$ cat config.mk
export PLATFORM = sky130hd
export DESIGN_NAME = bram_port_arbiter
export DESIGN_NICKNAME = d
export VERILOG_FILES = /design/src/rtl/bram_arb_pkg.sv /design/src/rtl/bram_port_arbiter_rr_arb3.sv /design/src/rtl/bram_port_arbiter.sv
export SDC_FILE = /design/constraint.sdc
export NUM_CORES = 1
export LEC_CHECK = 0
export ABC_AREA = 0
export CAP_MARGIN = 5
export CORE_AREA = 2 2 173 175
export DETAILED_ROUTE_END_ITERATION = 8
export DIE_AREA = 0 0 175 177
export GPL_TIMING_DRIVEN = 0
export SLEW_MARGIN = 15
export SYNTH_ARGS = -nofsm -noshare
export SYNTH_HDL_FRONTEND = slang
export SYNTH_SLANG_ARGS = --single-unit
$ cat constraint.sdc
create_clock -name clk -period 3.1 [get_ports clk]
set_input_delay 0.93 -clock clk [delete_from_list [all_inputs] [get_ports clk]]
set_output_delay 0.93 -clock clk [all_outputs]
set_load 0.05 [all_outputs]
$ cat src/rtl/bram_arb_pkg.sv
// Shared types for the BRAM port arbiter: requester ids, FSM encoding and read tags.
package bram_arb_pkg;

  localparam int NUM_REQ = 3;

  typedef enum logic [1:0] {
    REQ_WEIGHT = 2'd0,
    REQ_INPUT  = 2'd1,
    REQ_RESULT = 2'd2
  } req_id_t;

  typedef enum logic {
    ARB   = 1'b0,
    BURST = 1'b1
  } state_t;

  typedef struct packed {
    logic    valid;
    req_id_t owner;
    logic    last;
  } rd_tag_t;

  // Cyclic add over the requester ids; both operands are always valid ids.
  function automatic req_id_t ptr_add(input req_id_t p, input logic [1:0] k);
    logic [2:0] s;
    s = {1'b0, p} + {1'b0, k};
    if (s > {1'b0, REQ_RESULT}) s = s - 3'(NUM_REQ);
    return req_id_t'(s[1:0]);
  endfunction

  function automatic logic [NUM_REQ-1:0] req_onehot(input req_id_t id);
    return 3'b001 << id;
  endfunction

endpackage

$ cat src/rtl/bram_port_arbiter_rr_arb3.sv
// Combinational round-robin picker: first requester at or after rr_ptr, cyclic.
module rr_arb3
  import bram_arb_pkg::*;
(
  input  logic [NUM_REQ-1:0] req,
  input  req_id_t            rr_ptr,
  output logic [NUM_REQ-1:0] gnt,
  output req_id_t            idx,
  output logic               valid
);

  req_id_t cand;

  always_comb begin
    gnt   = '0;
    idx   = rr_ptr;
    valid = 1'b0;
    cand  = rr_ptr;
    for (int k = 0; k < NUM_REQ; k++) begin
      cand = ptr_add(rr_ptr, 2'(k));
      if (!valid && req[cand]) begin
        valid = 1'b1;
        idx   = cand;
      end
    end
    gnt = req_onehot(idx) & {NUM_REQ{valid}};
  end

endmodule

$ cat src/rtl/bram_port_arbiter.sv
// Round-robin burst arbiter sharing one single-port BRAM between three requesters.
// ARB   | pick next requester, latch its burst parameters, pulse gnt
// BURST | issue one beat per cycle at consecutive addresses until the count expires
module bram_port_arbiter
  import bram_arb_pkg::*;
#(
  parameter int ADDR_W = 8,
  parameter int DATA_W = 64,
  parameter int RD_LAT = 2,
  parameter int LEN_W  = 2
) (
  input  logic                      clk,
  input  logic                      rst,
  input  logic [NUM_REQ-1:0]        req,
  input  logic [NUM_REQ-1:0]        req_we,
  input  logic [NUM_REQ*ADDR_W-1:0] req_addr,
  input  logic [NUM_REQ*LEN_W-1:0]  req_len,
  input  logic [NUM_REQ*DATA_W-1:0] req_wdata,
  output logic [NUM_REQ-1:0]        gnt,
  output logic [NUM_REQ-1:0]        wr_pop,
  output logic [NUM_REQ-1:0]        rvalid,
  output logic [DATA_W-1:0]         rdata,
  output logic [NUM_REQ-1:0]        done,
  output logic                      busy,
  output logic                      mem_en,
  output logic                      mem_we,
  output logic [ADDR_W-1:0]         mem_addr,
  output logic [DATA_W-1:0]         mem_wdata,
  input  logic [DATA_W-1:0]         mem_rdata
);

  state_t              state_q, state_d;
  req_id_t             rr_ptr_q, rr_ptr_d;
  req_id_t             owner_q, owner_d;
  logic                we_q, we_d;
  logic [ADDR_W-1:0]   addr_q, addr_d;
  logic [LEN_W-1:0]    cnt_q, cnt_d;
  logic [NUM_REQ-1:0]  gnt_q, gnt_d;
  logic                mem_en_q, mem_en_d;
  logic                mem_we_q, mem_we_d;
  logic                mem_last_q, mem_last_d;
  logic [ADDR_W-1:0]   mem_addr_q, mem_addr_d;
  logic [NUM_REQ-1:0]  wdone_q, wdone_d;
  rd_tag_t             tag_q [RD_LAT];
  rd_tag_t             tag_d [RD_LAT];
  rd_tag_t             tag_tap;
  logic                tag_any;

  logic [NUM_REQ-1:0]  pick_gnt;
  req_id_t             pick_idx;
  logic                pick_valid;

  rr_arb3 u_rr_arb3 (
    .req    (req),
    .rr_ptr (rr_ptr_q),
    .gnt    (pick_gnt),
    .idx    (pick_idx),
    .valid  (pick_valid)
  );

  always_comb begin
    state_d    = state_q;
    rr_ptr_d   = rr_ptr_q;
    owner_d    = owner_q;
    we_d       = we_q;
    addr_d     = addr_q;
    cnt_d      = cnt_q;
    gnt_d      = '0;
    mem_en_d   = 1'b0;
    mem_we_d   = 1'b0;
    mem_last_d = 1'b0;
    mem_addr_d = mem_addr_q;
    case (state_q)
      ARB: begin
        // Requester inputs are only looked at here; the burst runs from the latched copy.
        if (pick_valid) begin
          gnt_d    = pick_gnt;
          owner_d  = pick_idx;
          we_d     = req_we[pick_idx];
          addr_d   = req_addr[int'(pick_idx)*ADDR_W +: ADDR_W];
          cnt_d    = req_len[int'(pick_idx)*LEN_W +: LEN_W];
          rr_ptr_d = ptr_add(pick_idx, 2'd1);
          state_d  = BURST;
        end
      end
      BURST: begin
        mem_en_d   = 1'b1;
        mem_we_d   = we_q;
        mem_addr_d = addr_q;
        mem_last_d = (cnt_q == '0);
        addr_d     = addr_q + 1'b1;
        if (cnt_q == '0) begin
          state_d = ARB;
        end else begin
          cnt_d = cnt_q - 1'b1;
        end
      end
      default: state_d = ARB;
    endcase
  end

  // owner_q only changes at the grant edge, which is never earlier than the last beat on the bus.
  always_comb begin
    tag_d[0] = '{valid: mem_en_q & ~mem_we_q, owner: owner_q, last: mem_last_q};
    for (int i = 1; i < RD_LAT; i++) begin
      tag_d[i] = tag_q[i-1];
    end
    tag_any = 1'b0;
    for (int i = 0; i < RD_LAT; i++) begin
      tag_any = tag_any | tag_q[i].valid;
    end
    wdone_d = req_onehot(owner_q) & {NUM_REQ{mem_en_q & mem_we_q & mem_last_q}};
  end

  always_ff @(posedge clk or posedge rst) begin
    if (rst) begin
      state_q    <= ARB;
      rr_ptr_q   <= REQ_WEIGHT;
      owner_q    <= REQ_WEIGHT;
      we_q       <= 1'b0;
      addr_q     <= '0;
      cnt_q      <= '0;
      gnt_q      <= '0;
      mem_en_q   <= 1'b0;
      mem_we_q   <= 1'b0;
      mem_last_q <= 1'b0;
      mem_addr_q <= '0;
      wdone_q    <= '0;
      for (int i = 0; i < RD_LAT; i++) begin
        tag_q[i] <= '0;
      end
    end else begin
      state_q    <= state_d;
      rr_ptr_q   <= rr_ptr_d;
      owner_q    <= owner_d;
      we_q       <= we_d;
      addr_q     <= addr_d;
      cnt_q      <= cnt_d;
      gnt_q      <= gnt_d;
      mem_en_q   <= mem_en_d;
      mem_we_q   <= mem_we_d;
      mem_last_q <= mem_last_d;
      mem_addr_q <= mem_addr_d;
      wdone_q    <= wdone_d;
      tag_q      <= tag_d;
    end
  end

  assign tag_tap   = tag_q[RD_LAT-1];
  assign gnt       = gnt_q;
  assign mem_en    = mem_en_q;
  assign mem_we    = mem_we_q;
  assign mem_addr  = mem_addr_q;
  assign mem_wdata = req_wdata[int'(owner_q)*DATA_W +: DATA_W];
  assign wr_pop    = req_onehot(owner_q) & {NUM_REQ{mem_en_q & mem_we_q}};
  assign rvalid    = tag_tap.valid ? req_onehot(tag_tap.owner) : '0;
  assign rdata     = tag_tap.valid ? mem_rdata : '0;
  assign done      = wdone_q | (rvalid & {NUM_REQ{tag_tap.last}});
  assign busy      = (state_q == BURST) | mem_en_q | tag_any | (|gnt_q);

endmodule
==> impl_results.md <==
* Maxcap violations at 0
* Hold Path Class: flip-flop to flip-flop
* FF+latch count, synth at 41
* Lkg Pwr at approximately 3.7 nW
* Worst Slack Setup Final at 0.04647 ns
* Crit. End Element: output port
* I/O Pins at roughly 450
* CTS H-tree depth at 2
* Via density at around 3.9
* DRT Pass-1 Iters at 4
* CP Launch Type: primary input
* Status: completed
* Post-Syn Nets at 785
* Layout cells sized above 1 at approximately 14%
* Synth warn at 0
* Period minus WS final at 3.054 ns
* DRC Markers at 0
* Post-Syn Area per Cell at just over 8 µm²
* RePlAce Congestion at 0.7565
* Initial antenna violation count at 4
* N_diodes at 0
* Post-synthesis sequential area ratio at 26.06%
* Hold Path Depth at 0
* Core Area at ~30,000 µm²
* Hold Vio Cnt, Final at 0
* Critical path class: primary input to output port
* Post-synth EDFFs at 0
* Site Rows at 63
* Hold WS at 0.3478 ns
* Hold_buf cts at 0
* Fmax at 327.5 MHz
* Post-synth cell types at 43
* Worst path slowest cell: clkdlybuf4s50_1
* First-pass GRT wire length at between 30 and 40 mm
* Worst endpoint data arrival time at between 2 and 2.5 ns
* Port buffer count at between 400 and 500
* GRT Overall Usage at around 14%
* DRT iter0 DRCs at between 200 and 300
* Final HPWL DP at roughly 20 mm
* Clock Root Buffer: clkbuf_16
* Setup bufs post-CTS at 0
* Grt total ovfl at 0
* Peak supply drop at 323.9 µV
* PwrDens at 967.4 nW/µm²
* Sink Count at 41
* Cts bufs inserted at 5
* CP Cell Sequence: clkdlybuf4s50_1 -> mux2i_1 -> o21ai_0 -> clkdlybuf4s15_2
* Initial Utilization at between 10% and 20%
* Clock Tree Buf Depth at 2
* R2R depth at 9
* Slew HR at 40.22%
* Die W at between 150 and 200 µm
* Unrepaired setup endpoints after global routing: false
* Final WL at 22.94 mm
* Tot Pwr at between 8 and 9 mW
* DR vias at about 5,200
* Number of global-route vias before repair at roughly 5,300
* Area delta synth->final at 124.7%
* Worst path max stage delay at around 0.47 ns
* Period utilization at between 90% and 100%
* TritonCTS clock tree: yes
* Final ANT Viol Nets at 0
* Mapped Cells at 484
* Required @ worst endpoint at 2.17 ns
* Post-synthesis instance area at between 3000 and 4000 µm²
* CP max FO at 1
* Clk_skew at ~0.0031 ns
* Clock transition at path regs at around 0.060 ns
* Most used DFF post-synth: dfrtp_1
* DP Worst Slack at -0.7534 ns
* Die ar. at between 30,000 and 40,000 µm²
* Clk Latency, worst-skew pair at ~0.28 ns
* Largest net degree at the start of global routing at 34
* Ys async rst share at 100.0%
* Die height at about 180 µm
* Final Max Tran Viols at 0
* Nets at around 1,200
* Average wire per standard cell at approximately 17 µm
* Tightest Pin Transition at just under 0.9 ns
* Final setup violating endpoints at 0
==> kinds of logic after synthesis <==
group | Yosys count | share of synthesized area (%)
XOR/XNOR | 7 | 1.558
adder cells (fa/ha/maj) | 7 | 2.225
AO/OA/AOI/OAI | 108 | 17.93
multiplexers | 88 | 22.85
AND/OR/NAND/NOR | 182 | 23.78
flip-flops | 41 | 26.06
buffers and inverters | 51 | 5.594
==> flip-flops by register name, summed over array words and instances (netlist names) <==
signal / flops
addr_q: 8
mem_addr: 8
tag_d: 4
tag_q: 4
gnt: 3
wdone_q: 3
cnt_q: 2
owner_q: 2
rr_ptr_q: 2
mem_en: 1
mem_last_q: 1
mem_we: 1
state_q: 1
we_q: 1
==> power breakdown <==
group	internal, mW	switching (mW)	total (mW)
clock network	0.298	0.217	0.514
registers	0.782	0.229	1.01
logic	2.33	4.70	7.03
==> critical path, delay by kind of cell <==
kind	cells	cell delay (ns)
compound gates	1	0.21
buf+inv	2	0.91
mux	1	0.06
==> repair_timing <==
item | CTS | global route
endpoints found under the hold margin | 0 | 0
resized for setup | 279 | 107
pin swaps | 0 | 0
setup endpoints to repair | 132 | 65
==> per-stage QoR <==
stage,util (%),TNS (ns),std cells,area (µm²)
floorplan,-,0,484,3936
global placement,30.33,-48.58,1318,8869
detailed placement,30.39,-49.09,1319,8889
CTS,30.90,0,1326,9036
global route,30.24,0,1326,8843
finish,30.24,0,1326,8843
==> cell usage after synthesis (all sizes together) (4+ instances only) <==
cell type,number,area [µm²]
a21oi,5,25.02
nor3,5,25.02
a21o,6,45.04
clkbuf,28,105.1
xnor2,4,35.03
o221ai,8,120.1
nand2,74,277.8
and2,67,419.2
mux2,9,101.4
dfrtp,41,1026
o22ai,7,50.05
buf,9,62.56
nor2,9,33.78
inv,14,52.55
ha,7,87.58
o21ai,67,339.1
a211oi,4,30.03
mux2i,79,798.3
nand3,5,25.02
nand2b,5,31.28
a22oi,5,37.54
==> routing by layer <==
layer  vias to the layer above  track usage [%]  share of wire (%)
met1                      2379            16.88                 40
met5                         -                0               0.18
met4                         6            2.361               0.98
met3                        21            4.596                 10
met2                       245            23.48                 49
li1                       2574                -                  -
==> area by class of cell <==
cell class | instances | area (µm²)
repair buffers | 445 | 4234
fillers | 3116 | 20400
inverters | 14 | 52.55
flip-flops and latches | 41 | 1028
multi-input cells | 392 | 2696
plain buffers | 36 | 196.4
clock inverters | 3 | 22.52
clock buffers | 5 | 125.1
well taps | 390 | 488.0
==> layout by cell type (no fill, tap or decap), types with 5 or more instances in the layout <==
| cell type | netlist | final |
|---|---|---|
| mux2i_1 | 77 | 77 |
| clkdlybuf4s15_2 | 0 | 26 |
| nand2b_1 | 5 | 5 |
| clkbuf_2 | 0 | 31 |
| clkdlybuf4s15_1 | 0 | 14 |
| buf_2 | 2 | 27 |
| dfrtp_1 | 41 | 39 |
| o221ai_2 | 8 | 8 |
| dlygate4sd2_1 | 0 | 44 |
| clkbuf_1 | 28 | 11 |
| clkdlybuf4s18_2 | 0 | 6 |
| mux2_2 | 9 | 9 |
| a22oi_1 | 5 | 5 |
| o21ai_1 | 1 | 57 |
| a21o_1 | 6 | 6 |
| nor3_1 | 5 | 5 |
| nor2_1 | 9 | 9 |
| inv_1 | 14 | 13 |
| o22ai_1 | 6 | 5 |
| clkbuf_16 | 0 | 5 |
| clkdlybuf4s50_1 | 0 | 311 |
| nand3_1 | 5 | 5 |
| o21ai_0 | 65 | 9 |
| a21oi_1 | 5 | 5 |
| nand2_1 | 74 | 74 |
| ha_1 | 7 | 7 |
| and2_1 | 67 | 67 |
==> path summary, 6_finish.rpt <==
kind / start / endpoint / slack (ns)
min in group asynchronous: rst / addr_q[2] / 0.88
min reg2reg: tag_d[2] / tag_q[2] / 0.35
max in group asynchronous: rst / owner_q[0] / 1.76
min: tag_d[2] / tag_q[2] / 0.35
max reg2reg: rr_ptr_q[0] / we_q / 0.36
max: req_wdata[125] / mem_wdata[61] / 0.05
(Power assumes the default switching activity.)
==> edit: new RTL, same flow settings <==
The parameter `LEN_W` goes from 2 to 4.
--- a/src/rtl/bram_port_arbiter.sv
+++ b/src/rtl/bram_port_arbiter.sv
@@ -8,5 +8,5 @@
   parameter int DATA_W = 64,
   parameter int RD_LAT = 2,
-  parameter int LEN_W  = 2
+  parameter int LEN_W  = 4
 ) (
   input  logic                      clk,
Interface: changed (resized req_len); port bits go from 445 to 451. The function was not compared with the original's and may differ.
==> edit against the original RTL <==
Final area grew 3.0%; clock power grew 19%; routed wire length grew 15%; sequential cell count grew 2; power grew 17%; synthesized area grew 8.5%; count of clock-buffer cells in the layout grew 1; worst setup slack gained 10 ps; critical path type unchanged.
==> edit: results <==
metrics = {
    "run_status": {
        "outcome": "finished clean",
    },
    "global_routing": {
        "grt_util_met1_pct": 20.6,
        "grt_pass1_wl_mm": 36.7,
        "track_usage_pct": 15.6,
        "use_met2_pct": 25.6,
        "grt_pass1_vias": 5850,
    },
    "logic_synthesis": {
        "synth.area.mux_share_pct": 18.5,
        "synth.distinct_cells": 55,
        "synth-compound-area-share_pct": 23.2,
        "syn_inst": 568,
        "yosys-top-cells-area": "dfrtp_1 25%, mux2i_1 16%, o21ai_0 11%",
        "synth_xor_xnor_area_share_pct": 0.410,
        "seq_area_frac_synth_pct": 25.2,
        "synthAdderAreaFrac_pct": 2.34,
        "syn_nets": 876,
    },
    "routing": {
        "vias": 5986,
        "drt-initial-drc-count": 323,
        "route.met2.wl_mm": 12.1,
        "drt-met1-wl_mm": 11.4,
        "wl_met3_mm": 2.60,
    },
    "finish": {
        "drive_gt1_share_pct": 16.7,
        "fillers": 3140,
    },
    "power_and_ir_drop": {
        "p_leak_nw": 3.76,
        "ir_drop_v": 0.000554,
    },
    "place": {
        "place_area_um2": 9280,
        "dp_worst_setup_slack_ps": -857,
        "dp.final_hpwl_mm": 22.3,
        "portBuffers": 450,
        "placedCellCount": 1409,
    },
    "sta": {
        "worst_pin_slew_ps": 683,
        "skew_ps": 3.75,
    },
    "worst_setup_path": {
        "cpPeakStageDelay_ps": 520,
    },
}
edit: cell types whose count changed after synthesis, sizes merged, moves of 7 or more:
cell   unedited run  this run
o22ai             7        14
o21ai            67        93
mux2i            79        70
a31oi             0        11
nand2            74       104
buf               9        16
a21oi             5        23
edit: logic make-up (layout without fill, tap and decap cells):
group                    Yosys count  in the layout
AO/OA/AOI/OAI                    166            166
XOR/XNOR                           2              2
adder cells (fa/ha/maj)            8              8
buffers and inverters             57            515
flip-flops                        43             43
multiplexers                      78             78
other                              0              1
AND/OR/NAND/NOR                  214            214
edit: power by group:
group	total, W	switching, W	internal, W
combinational	0.00834	0.00577	0.00258
sequential	0.00104	0.000240	0.000801
clock	0.000614	0.000213	0.000401
edit: repair_timing:
item | in CTS | in global routing
hold endpoints to repair | 0 | 0
gates resized for setup | 307 | 153
setup endpoints to repair | 132 | 97
edit: path summary, 6_finish.rpt:
path,start,slack (ps),end
min in group asynchronous,rst,920,mem_addr[4]$_DFFE_PP0P_
worst min-delay path,tag_d[0]$_DFF_PP0_,350,tag_q[0]$_DFF_PP0_
worst max register to register,rr_ptr_q[0]$_DFFE_PP0P_,580,cnt_q[0]$_DFFE_PP0P_
worst max-delay path,mem_rdata[12],60,rdata[12]
worst min register to register,tag_d[0]$_DFF_PP0_,350,tag_q[0]$_DFF_PP0_
max in group asynchronous,rst,1690,owner_q[0]$_DFFE_PP0P_
edit: layout make-up:
cell class | instances | area (um^2) | area share (%)
antenna | 1 | 2.50 | 0.0275
buffer | 46 | 243 | 2.67
clock buffer | 6 | 139 | 1.53
clock inverter | 2 | 35.0 | 0.385
inverter | 10 | 37.5 | 0.412
multi-input combinational | 468 | 2950 | 32.4
sequential | 43 | 1080 | 11.8
tap | 390 | 488 | 5.36
timing repair buffer | 451 | 4140 | 45.4
